==> src/rtl/comp_serie_pkg.sv <==
// Shared types for the bit-serial comparator: FSM states and the compare-mode encoding.
package comp_serie_pkg;
  typedef enum logic [1:0] {IDLE, RUN, DONE} estado_t;

  localparam logic MODO_UNS = 1'b0;
  localparam logic MODO_SGN = 1'b1;
endpackage

==> src/rtl/comp_serie_d_i_celda.sv <==
// One-bit comparator cell: folds bit pair (a,b) into the running LSB-first lt/eq state.
module celda_comp_d_i (
  input  logic a,
  input  logic b,
  input  logic lt,
  input  logic eq,
  input  logic msb_sgn,
  output logic lt_n,
  output logic eq_n
);
  logic same;

  assign same = ~(a ^ b);
  // On a signed sign bit the ordering inverts: a set sign bit means the smaller value.
  assign lt_n = msb_sgn ? ((a & ~b) | (same & lt)) : ((~a & b) | (same & lt));
  assign eq_n = eq & same;
endmodule

==> src/rtl/comp_serie_d_i.sv <==
// Bit-serial LSB-first magnitude comparator over CH channel pairs, with valid/ready handshake.
module comp_serie_d_i
  import comp_serie_pkg::*;
#(
  parameter int WIDTH = 8,
  parameter int CH    = 1
) (
  input  logic                clk,
  input  logic                rst_n,
  input  logic                in_valid,
  output logic                in_ready,
  input  logic                modo,
  input  logic [CH*WIDTH-1:0] a_in,
  input  logic [CH*WIDTH-1:0] b_in,
  output logic                out_valid,
  input  logic                out_ready,
  output logic [CH-1:0]       menor,
  output logic [CH-1:0]       igual,
  output logic [CH-1:0]       mayor
);
  localparam int CW = $clog2(WIDTH);

  estado_t                    state_q, state_d;
  logic [CW-1:0]              cnt_q;
  logic                       modo_q;
  logic [CH-1:0][WIDTH-1:0]   sa_q, sb_q;
  logic [CH-1:0]              lt_q, eq_q, lt_n, eq_n;
  logic                       last, msb_sgn;

  assign last      = (cnt_q == CW'(WIDTH - 1));
  assign msb_sgn   = (modo_q == MODO_SGN) && last;
  assign in_ready  = (state_q == IDLE);
  assign out_valid = (state_q == DONE);

  for (genvar g = 0; g < CH; g++) begin : g_celda
    celda_comp_d_i u_celda (
      .a      (sa_q[g][0]),
      .b      (sb_q[g][0]),
      .lt     (lt_q[g]),
      .eq     (eq_q[g]),
      .msb_sgn(msb_sgn),
      .lt_n   (lt_n[g]),
      .eq_n   (eq_n[g])
    );
  end

  always_comb begin
    state_d = state_q;
    case (state_q)
      IDLE:    if (in_valid) state_d = RUN;
      RUN:     if (last) state_d = DONE;
      DONE:    if (out_ready) state_d = IDLE;
      default: state_d = IDLE;
    endcase
  end

  always_ff @(posedge clk or negedge rst_n) begin
    if (!rst_n) state_q <= IDLE;
    else        state_q <= state_d;
  end

  always_ff @(posedge clk or negedge rst_n) begin
    if (!rst_n) begin
      cnt_q  <= '0;
      modo_q <= MODO_UNS;
      sa_q   <= '0;
      sb_q   <= '0;
      lt_q   <= '0;
      eq_q   <= '0;
      menor  <= '0;
      igual  <= '0;
      mayor  <= '0;
    end else begin
      case (state_q)
        IDLE: if (in_valid) begin
          sa_q   <= a_in;
          sb_q   <= b_in;
          modo_q <= modo;
          cnt_q  <= '0;
          lt_q   <= '0;
          eq_q   <= '1;
        end
        RUN: begin
          for (int k = 0; k < CH; k++) begin
            sa_q[k] <= sa_q[k] >> 1;
            sb_q[k] <= sb_q[k] >> 1;
          end
          lt_q <= lt_n;
          eq_q <= eq_n;
          // Flags only move on the final bit; they hold through IDLE/RUN otherwise.
          if (last) begin
            menor <= lt_n;
            igual <= eq_n;
            mayor <= ~lt_n & ~eq_n;
          end else begin
            cnt_q <= cnt_q + CW'(1);
          end
        end
        default: ;
      endcase
    end
  end
endmodule

==> config.mk <==
export PLATFORM = sky130hd
export DESIGN_NAME = comp_serie_d_i
export DESIGN_NICKNAME = d
export VERILOG_FILES = /design/src/rtl/comp_serie_pkg.sv /design/src/rtl/comp_serie_d_i_celda.sv /design/src/rtl/comp_serie_d_i.sv
export SDC_FILE = /design/constraint.sdc
export NUM_CORES = 1
export LEC_CHECK = 0
export ABC_AREA = 1
export CAP_MARGIN = 20
export CELL_PAD_IN_SITES_DETAIL_PLACEMENT = 0
export CELL_PAD_IN_SITES_GLOBAL_PLACEMENT = 1
export CORE_MARGIN = 2
export CORE_UTILIZATION = 36
export DETAILED_ROUTE_END_ITERATION = 8
export PLACE_DENSITY = 0.73
export REMOVE_ABC_BUFFERS = 1
export SKIP_LAST_GASP = 1
export SYNTH_ARGS = -nofsm -noshare
export SYNTH_HDL_FRONTEND = slang
export SYNTH_SLANG_ARGS = --single-unit
==> constraint.sdc <==
create_clock -name clk -period 2 [get_ports clk]
set_clock_uncertainty 0.2 [all_clocks]
set_input_delay 0.4 -clock clk [delete_from_list [all_inputs] [get_ports clk]]
set_output_delay 0.4 -clock clk [all_outputs]
set_load 0.01 [all_outputs]
==> key figures, run 1 <==
Floorplan
  – Width of the die: between 60 and 70 µm
  – Die area: about 4300 µm²
  – Site row count: 22
  – Starting Density: 0.373
  – Vertical extent of the die: 65.3 µm
  – I/O pin total: 26
  – Area of the core region: around 3600 µm²

Cells and area
  – Sequential cell area: 676 µm²
  – Layout cells sized above 1: 0.136
  – Layout filler cell count: 388
  – Fin area: between 1500 and 2000 µm²
  – Area added between synthesis and finish: 28.2%
  – Total area of multi-input combinational cells: about 570 µm²
  – Number of nets in the finished design: ~220
  – Total inserted antenna cells: 0

Timing
  – RSZ-0062 raised after global routing: no
  – Total count of hold-check failures in the final report: 0
  – Share of the cycle needed by the critical path after routing: 0.885
  – Minimum period implied by the final worst setup slack: approximately 1800 ps
  – Post-Route Hold Slack: around 290 ps
  – Max Clk Rate: approximately 570 MHz
  – Slew of the pin with the lowest slew margin: 361 ps
  – Final number of max-transition violations: 0
  – Final Setup Violations: 0
  – Final setup TNS: 0 ps
  – Worst slew margin: 0.759

Synth
  – FF+latch count, synth: 27
  – Number of distinct library cell variants in the gate-level netlist after synthesis: 19
  – Syn Std Cell Area: around 1400 µm²
  – Per-instance average area after synthesis: between 8 and 9 µm²
  – Count of yosys warnings during synthesis: 0
  – Seq/Total Area, Yosys: 0.499
  – Cell count after synthesis: between 150 and 200
  – Cell types with the largest area share after synthesis: sky130_fd_sc_hd__dfrtp_1 50%, sky130_fd_sc_hd__nand2_1 21%, sky130_fd_sc_hd__o21ai_1 5.2%
  – Top-area cell type share of the netlist area: 0.499
  – Largest area contributor in the synthesized netlist: sky130_fd_sc_hd__dfrtp_1

Setup path
  – Max stage delay cell, worst path: sky130_fd_sc_hd__clkdlybuf4s50_1
  – CP max FO: 2
  – Nature of the critical path startpoint: register
  – Delay of the slowest cell on the worst path: roughly 530 ps
  – Category of cells accounting for the largest share of critical-path delay: buffers and inverters
  – Buffering stage count on the worst path with inverters included: 1
  – Arrival time at the worst endpoint: ~1200 ps
  – Crit end category: output pin
  – Type of the worst setup path: reg -> out
  – Critical path required time: 1400 ps
  – Cells along the critical path: clkdlybuf4s50_1

Pwr
  – Maximum vdd ir drop: a little over 0.5 mV
  – Areal power density over the cells: between 1000 and 1500 nW/µm²
  – Standby leakage power: between 0.9 and 1 nW

Drt
  – Number of remaining DRC errors: 0
  – Via-to-Cell Ratio: ~4.5
  – DRT Wirelength: ~2.6 mm
  – Iteration count of the initial detailed-routing pass: 4
  – Routed via count: between 1000 and 1500
  – First DRT Iteration DRCs: 38
  – Antenna viol nets, final: 0
  – Detail-routed net length per standard cell: ~11 µm

Clock tree
  – Number of sinks driven by the clock tree: 27
  – Number of buffers created by CTS: 3
  – Clock Tree Root: sky130_fd_sc_hd__clkbuf_8
  – Clock tree from TritonCTS: done
  – Clock Latency Late Sink: between 200 and 300 ps
  – Clock Tree Buf Depth: 2
  – Number of levels the H-tree was split into: 1
  – Clock slew at reported path FFs: roughly 90 ps
  – Post-CTS Hold Buffers: 0

Status
  – Run status: finished, final reports clean

GRT
  – Overall global routing resource usage: 0.140
  – Pin count of the biggest net entering global routing: 28
  – Number of antenna violations at the first check in global routing: 0
  – Global-route wire length before repair: 4.63 mm
  – Overflow left after global routing: 0
  – Number of global-route vias before repair: around 1100

Placed design
  – Post-DP HPWL: between 1.5 and 2 mm
  – Final weighted congestion in routability-driven placement: around 0.70
  – Placement-stage cell area: between 1500 and 2000 µm²
  – Count of buffers from port buffering: 25

Hold path
  – Class of the worst hold path: reg -> reg

Run
  – Max-capacitance violation count: 0
synthesized netlist by cell type:
cell / number
sky130_fd_sc_hd__nand2_1: 75
sky130_fd_sc_hd__dfrtp_1: 27
sky130_fd_sc_hd__inv_1: 15
sky130_fd_sc_hd__o21ai_1: 14
sky130_fd_sc_hd__nand3_1: 7
sky130_fd_sc_hd__o21ai_2: 7
sky130_fd_sc_hd__ha_1: 4
sky130_fd_sc_hd__inv_2: 3
sky130_fd_sc_hd__buf_2: 2
sky130_fd_sc_hd__buf_6: 2
sky130_fd_sc_hd__nor2_4: 2
sky130_fd_sc_hd__buf_4: 1
sky130_fd_sc_hd__nand2_2: 1
sky130_fd_sc_hd__nand2_4: 1
sky130_fd_sc_hd__nor2_1: 1
sky130_fd_sc_hd__nor2_2: 1
sky130_fd_sc_hd__o211ai_1: 1
sky130_fd_sc_hd__o21a_1: 1
sky130_fd_sc_hd__o31ai_1: 1
power by group:
group	switching (mW)	total, mW	internal (mW)
Sequential	0.117	0.901	0.784
Combinational	0.695	1.18	0.487
Clock	0.165	0.304	0.139
repair_timing:
action,4_1_cts,5_1_grt
resized for setup,0,2
setup buffers,3,0
endpoints found under the setup margin,2,2
registers in the layout, summed over array words and instances (netlist names):
signal	flops
sb_q	8
mayor	1
menor	1
lt_q	1
cnt_q	3
modo_q	1
eq_q	1
igual	1
sa_q	8
state_q	2
worst register-to-register path, cell delays in order, from the launching register on:
cell                      delay [ps]
sky130_fd_sc_hd__dfrtp_1         370
sky130_fd_sc_hd__ha_1            150
sky130_fd_sc_hd__ha_1            310
sky130_fd_sc_hd__nand3_1         190
sky130_fd_sc_hd__inv_1           110
sky130_fd_sc_hd__nand2_1          80
sky130_fd_sc_hd__nand2_1          60
sky130_fd_sc_hd__inv_1            40
final timing paths:
check / startpoint / slack (ps) / cells past startpoint / endpoint
hold / removal: sb_q[6] / 290 / 2 / sb_q[6]
max in group asynchronous: rst_n / 1050 / 2 / sb_q[5]
min in group asynchronous: rst_n / 300 / 2 / cnt_q[0]
setup reg to reg: cnt_q[0] / 410 / 7 / mayor
hold reg to reg: sb_q[6] / 290 / 2 / sb_q[6]
setup / recovery: mayor / 230 / 1 / mayor
cells in the final DEF (no fill, tap or decap):
master	n
sky130_fd_sc_hd__o31ai_1	1
sky130_fd_sc_hd__clkdlybuf4s50_1	23
sky130_fd_sc_hd__clkinv_2	1
sky130_fd_sc_hd__ha_1	4
sky130_fd_sc_hd__nor2_4	2
sky130_fd_sc_hd__nor2_2	1
sky130_fd_sc_hd__o21ai_2	7
sky130_fd_sc_hd__inv_2	3
sky130_fd_sc_hd__nand2_1	75
sky130_fd_sc_hd__o211ai_1	1
sky130_fd_sc_hd__o21ai_1	14
sky130_fd_sc_hd__clkbuf_8	3
sky130_fd_sc_hd__nand2_4	1
sky130_fd_sc_hd__o21a_1	1
sky130_fd_sc_hd__inv_1	15
sky130_fd_sc_hd__buf_4	8
sky130_fd_sc_hd__dlymetal6s2s_1	2
sky130_fd_sc_hd__nand2_2	1
sky130_fd_sc_hd__nand3_1	7
sky130_fd_sc_hd__dfrtp_1	27
sky130_fd_sc_hd__nor2_1	1
layout make-up:
class	count	area share
multi-input combinational	116	0.329
timing repair buffer	33	0.182
inverter	18	0.0389
sequential	27	0.389
clock inverter	1	0.00288
tap	48	0.0346
clock buffer	3	0.0238
logic make-up (layout without fill, tap and decap cells):
group / count (synthesis) / in the layout / share of synthesized area
and+or+nand+nor: 88 / 88 / 0.271
DFF: 27 / 27 / 0.499
AOI/OAI and AO/OA: 24 / 24 / 0.114
buffers and inverters: 23 / 55 / 0.0795
adders and majority gates: 4 / 4 / 0.0370
per-layer routing:
layer  vias up  global-route usage  share of wire  wire length, µm
met4         0              0.0469         0.0088               23
met3         4              0.0205          0.043              112
li1        578                   -              -                -
met2        23               0.231           0.46             1200
met1       501               0.190           0.49             1280
met5         -                   0              0                0
per-stage QoR:
| step | cells | total power [mW] | util | setup slack (ps) |
|---|---|---|---|---|
| 6_report | 246 | 2.39 | 0.478 | 231 |
| 2_1_floorplan | 161 | 1.69 | - | 504 |
| 3_3_place_gp | 239 | 2.04 | 0.457 | 275 |
| 5_1_grt | 246 | 2.65 | 0.478 | 179 |
| 4_1_cts | 246 | 2.43 | 0.476 | 11.7 |
| 3_5_place_dp | 239 | 2.09 | 0.457 | 260 |
(Power assumes the default switching activity.)
==> run 2: changes to the inputs <==
Settings changed: CTS_BUF_LIST set to sky130_fd_sc_hd__clkbuf_4 sky130_fd_sc_hd__clkbuf_8, SLEW_MARGIN set to 20.
==> results of run 2 <==
The final DEF is identical to that of run 1; final timing and power are the same.
==> run 3: changes to the inputs <==
Settings changed: CORE_UTILIZATION 36 to 39, PLACE_DENSITY 0.73 to 0.78.
==> run 3 against run 2 <==
Register-to-register slack got worse by 30 ps. Final area fell by 2.2%. Die area fell by 7.2%. Worst setup slack got worse by 150 ps. Sequential power fell by 0.8%. Wire length rose by 2.5%. Final cell count fell by 1.6%. Maximum frequency fell by 7.6%. Highest routed layer unchanged. Global-route usage rose by 1.5 points. Utilization rose by 3.1 points. Critical path type unchanged.
==> key figures, run 3 (same netlist as run 1, synthesis figures left out) <==
Status
  – Run status: finished, final reports clean

Cells and area
  – Layout filler cell count: roughly 380
  – Most common library cell in the layout ignoring fill and taps: sky130_fd_sc_hd__nand2_1
  – Total inserted antenna cells: 0
  – Commonest cells after routing, fill and taps aside: 75 x sky130_fd_sc_hd__nand2_1, 26 x sky130_fd_sc_hd__dfrtp_1, 23 x sky130_fd_sc_hd__clkdlybuf4s50_1
  – Top Registers: sa_q (8), sb_q (8), cnt_q (3)
  – Core occupancy in the finished layout: 0.509
  – Area added between synthesis and finish: 25.4%
  – Final std cells w/o fill: approximately 240
  – Number of nets in the finished design: 222
  – Layout cells sized above 1: 0.133

GRT
  – Global-route wire length before repair: about 4.9 mm
  – Overall global routing resource usage: 0.156
  – Overflow left after global routing: 0
  – Number of global-route vias before repair: about 1100
  – Number of antenna violations at the first check in global routing: 0
  – Pin count of the biggest net entering global routing: 28

Placed design
  – Post-place setup slack: 179 ps
  – Final weighted congestion in routability-driven placement: between 0.7 and 0.8
  – Count of buffers from port buffering: 25
  – Number of placed instances with taps included: approximately 240
  – Post-DP HPWL: around 1.9 mm

Run
  – Max-capacitance violation count: 0

Setup path
  – Max stage delay cell, worst path: sky130_fd_sc_hd__dfrtp_2
  – Critical path required time: 1400 ps
  – CP max FO: 5
  – Flop2flop setup slack: approximately 380 ps
  – Delay of the slowest cell on the worst path: 440 ps
  – Nature of the critical path startpoint: register
  – Cells along the critical path: buf_4 -> nor2_4 -> dlygate4sd2_1
  – Crit end category: output pin
  – Type of the worst setup path: reg -> out
  – Arrival time at the worst endpoint: approximately 1300 ps

Hold path
  – Class of the worst hold path: in -> async

Timing
  – Max Clk Rate: roughly 520 MHz
  – Post-Route Hold Slack: between 200 and 250 ps
  – Final Setup Violations: 0
  – RSZ-0062 raised after global routing: no
  – Total count of hold-check failures in the final report: 0
  – Share of the cycle needed by the critical path after routing: 0.958
  – Worst path setup slack after routing: 84.3 ps
  – Worst slew margin: 0.762
  – Slew of the pin with the lowest slew margin: around 360 ps
  – Minimum period implied by the final worst setup slack: 1920 ps
  – Final setup TNS: 0 ps
  – Final number of max-transition violations: 0

Drt
  – First DRT Iteration DRCs: between 40 and 50
  – Via-to-Cell Ratio: between 4 and 5
  – Number of remaining DRC errors: 0
  – Routed via count: approximately 1100
  – Iteration count of the initial detailed-routing pass: 4
  – Antenna viol nets, final: 0
  – Detail-routed net length per standard cell: 11.1 µm
  – DRT Wirelength: 2.69 mm

Clock tree
  – Clock tree from TritonCTS: done
  – Clock Tree Buf Depth: 2
  – Clock Latency Late Sink: roughly 320 ps
  – Post-CTS Hold Buffers: 0
  – Number of levels the H-tree was split into: 1
  – Number of sinks driven by the clock tree: 27
  – Clock Tree Root: sky130_fd_sc_hd__clkbuf_4
  – Clock slew at reported path FFs: ~140 ps
  – Number of buffers created by CTS: 3

Floorplan
  – I/O pin total: 26
  – Starting Density: 0.406
  – Width of the die: about 63 µm
  – Area of the core region: approximately 3300 µm²
  – Vertical extent of the die: about 63 µm
  – Site row count: 21
  – Die area: between 3000 and 4000 µm²

Pwr
  – Relative contribution of sequential cells to total power: 0.388
  – Fraction of power spent switching nets: 0.424
  – Switching power summed over all nets: 0.977 mW
  – Maximum vdd ir drop: ~0.47 mV
  – Areal power density over the cells: roughly 1400 nW/µm²
  – Internal Dissipation: between 1 and 1.5 mW
  – Fraction of power consumed by combinational cells: 0.508
  – Clk network pwr share: 0.103
  – Standby leakage power: ~0.86 nW
## run 3: cell count changes in the layout (fill, tap and decap cells not counted), sizes merged
cell / previous run / this run
dlymetal6s2s: 2 / 0
buf: 8 / 6
dlygate4sd2: 0 / 2
## run 3: critical path, delay by kind of cell (launching register included)
family / cells / cell delay, ps
buf+inv: 2 / 430
flops: 1 / 440
simple gates: 1 / 120
## run 3: area by class of cell
cell class | instances | area [µm²] | share of cell area
Inverter | 18 | 67.6 | 0.0398
Tap cell | 46 | 57.6 | 0.0339
Timing Repair Buffer | 31 | 293 | 0.172
Multi-Input combinational cell | 116 | 576 | 0.339
Sequential cell | 27 | 677 | 0.399
Clock inverter | 1 | 5.00 | 0.00295
Clock buffer | 3 | 22.5 | 0.0133
## run 3: metrics by stage
stage,area [µm²],total power [mW]
floorplan,1310,1.69
global placement,1640,2.03
detailed placement,1640,2.07
CTS,1700,2.34
global route,1700,2.57
finish,1700,2.30
## run 3: timing repair
| action | 4_1_cts | 5_1_grt |
|---|---|---|
| resized for setup | 4 | 0 |
| setup buffers | 3 | 0 |
| endpoints found under the setup margin | 2 | 0 |
## run 3: worst paths after layout
kind                                 start         end  cells past startpoint
worst max-delay path            state_q[1]    in_ready                      3
worst min-delay path                 rst_n      modo_q                      2
worst max register to register    cnt_q[1]       mayor                      7
worst min register to register     sa_q[6]     sa_q[6]                      2
max in group asynchronous            rst_n  state_q[1]                      2
min in group clk                   sa_q[6]     sa_q[6]                      2
## run 3: layer usage
layer,wire length (µm),vias to the layer above,track usage
li1,-,578,-
met1,1210,514,0.195
met2,1340,19,0.266
met3,113,4,0.0288
met4,27,0,0.0583
met5,0,-,0
## run 3: power groups by stage
| stage | Clock (mW) | Sequential, mW | Combinational [mW] |
|---|---|---|---|
| after floorplan | 0 | 0.916 | 0.779 |
| after global placement | 0 | 0.909 | 1.12 |
| after detailed placement | 0 | 0.916 | 1.16 |
| after CTS | 0.250 | 0.897 | 1.20 |
| after global routing | 0.273 | 0.925 | 1.37 |
| final | 0.238 | 0.894 | 1.17 |
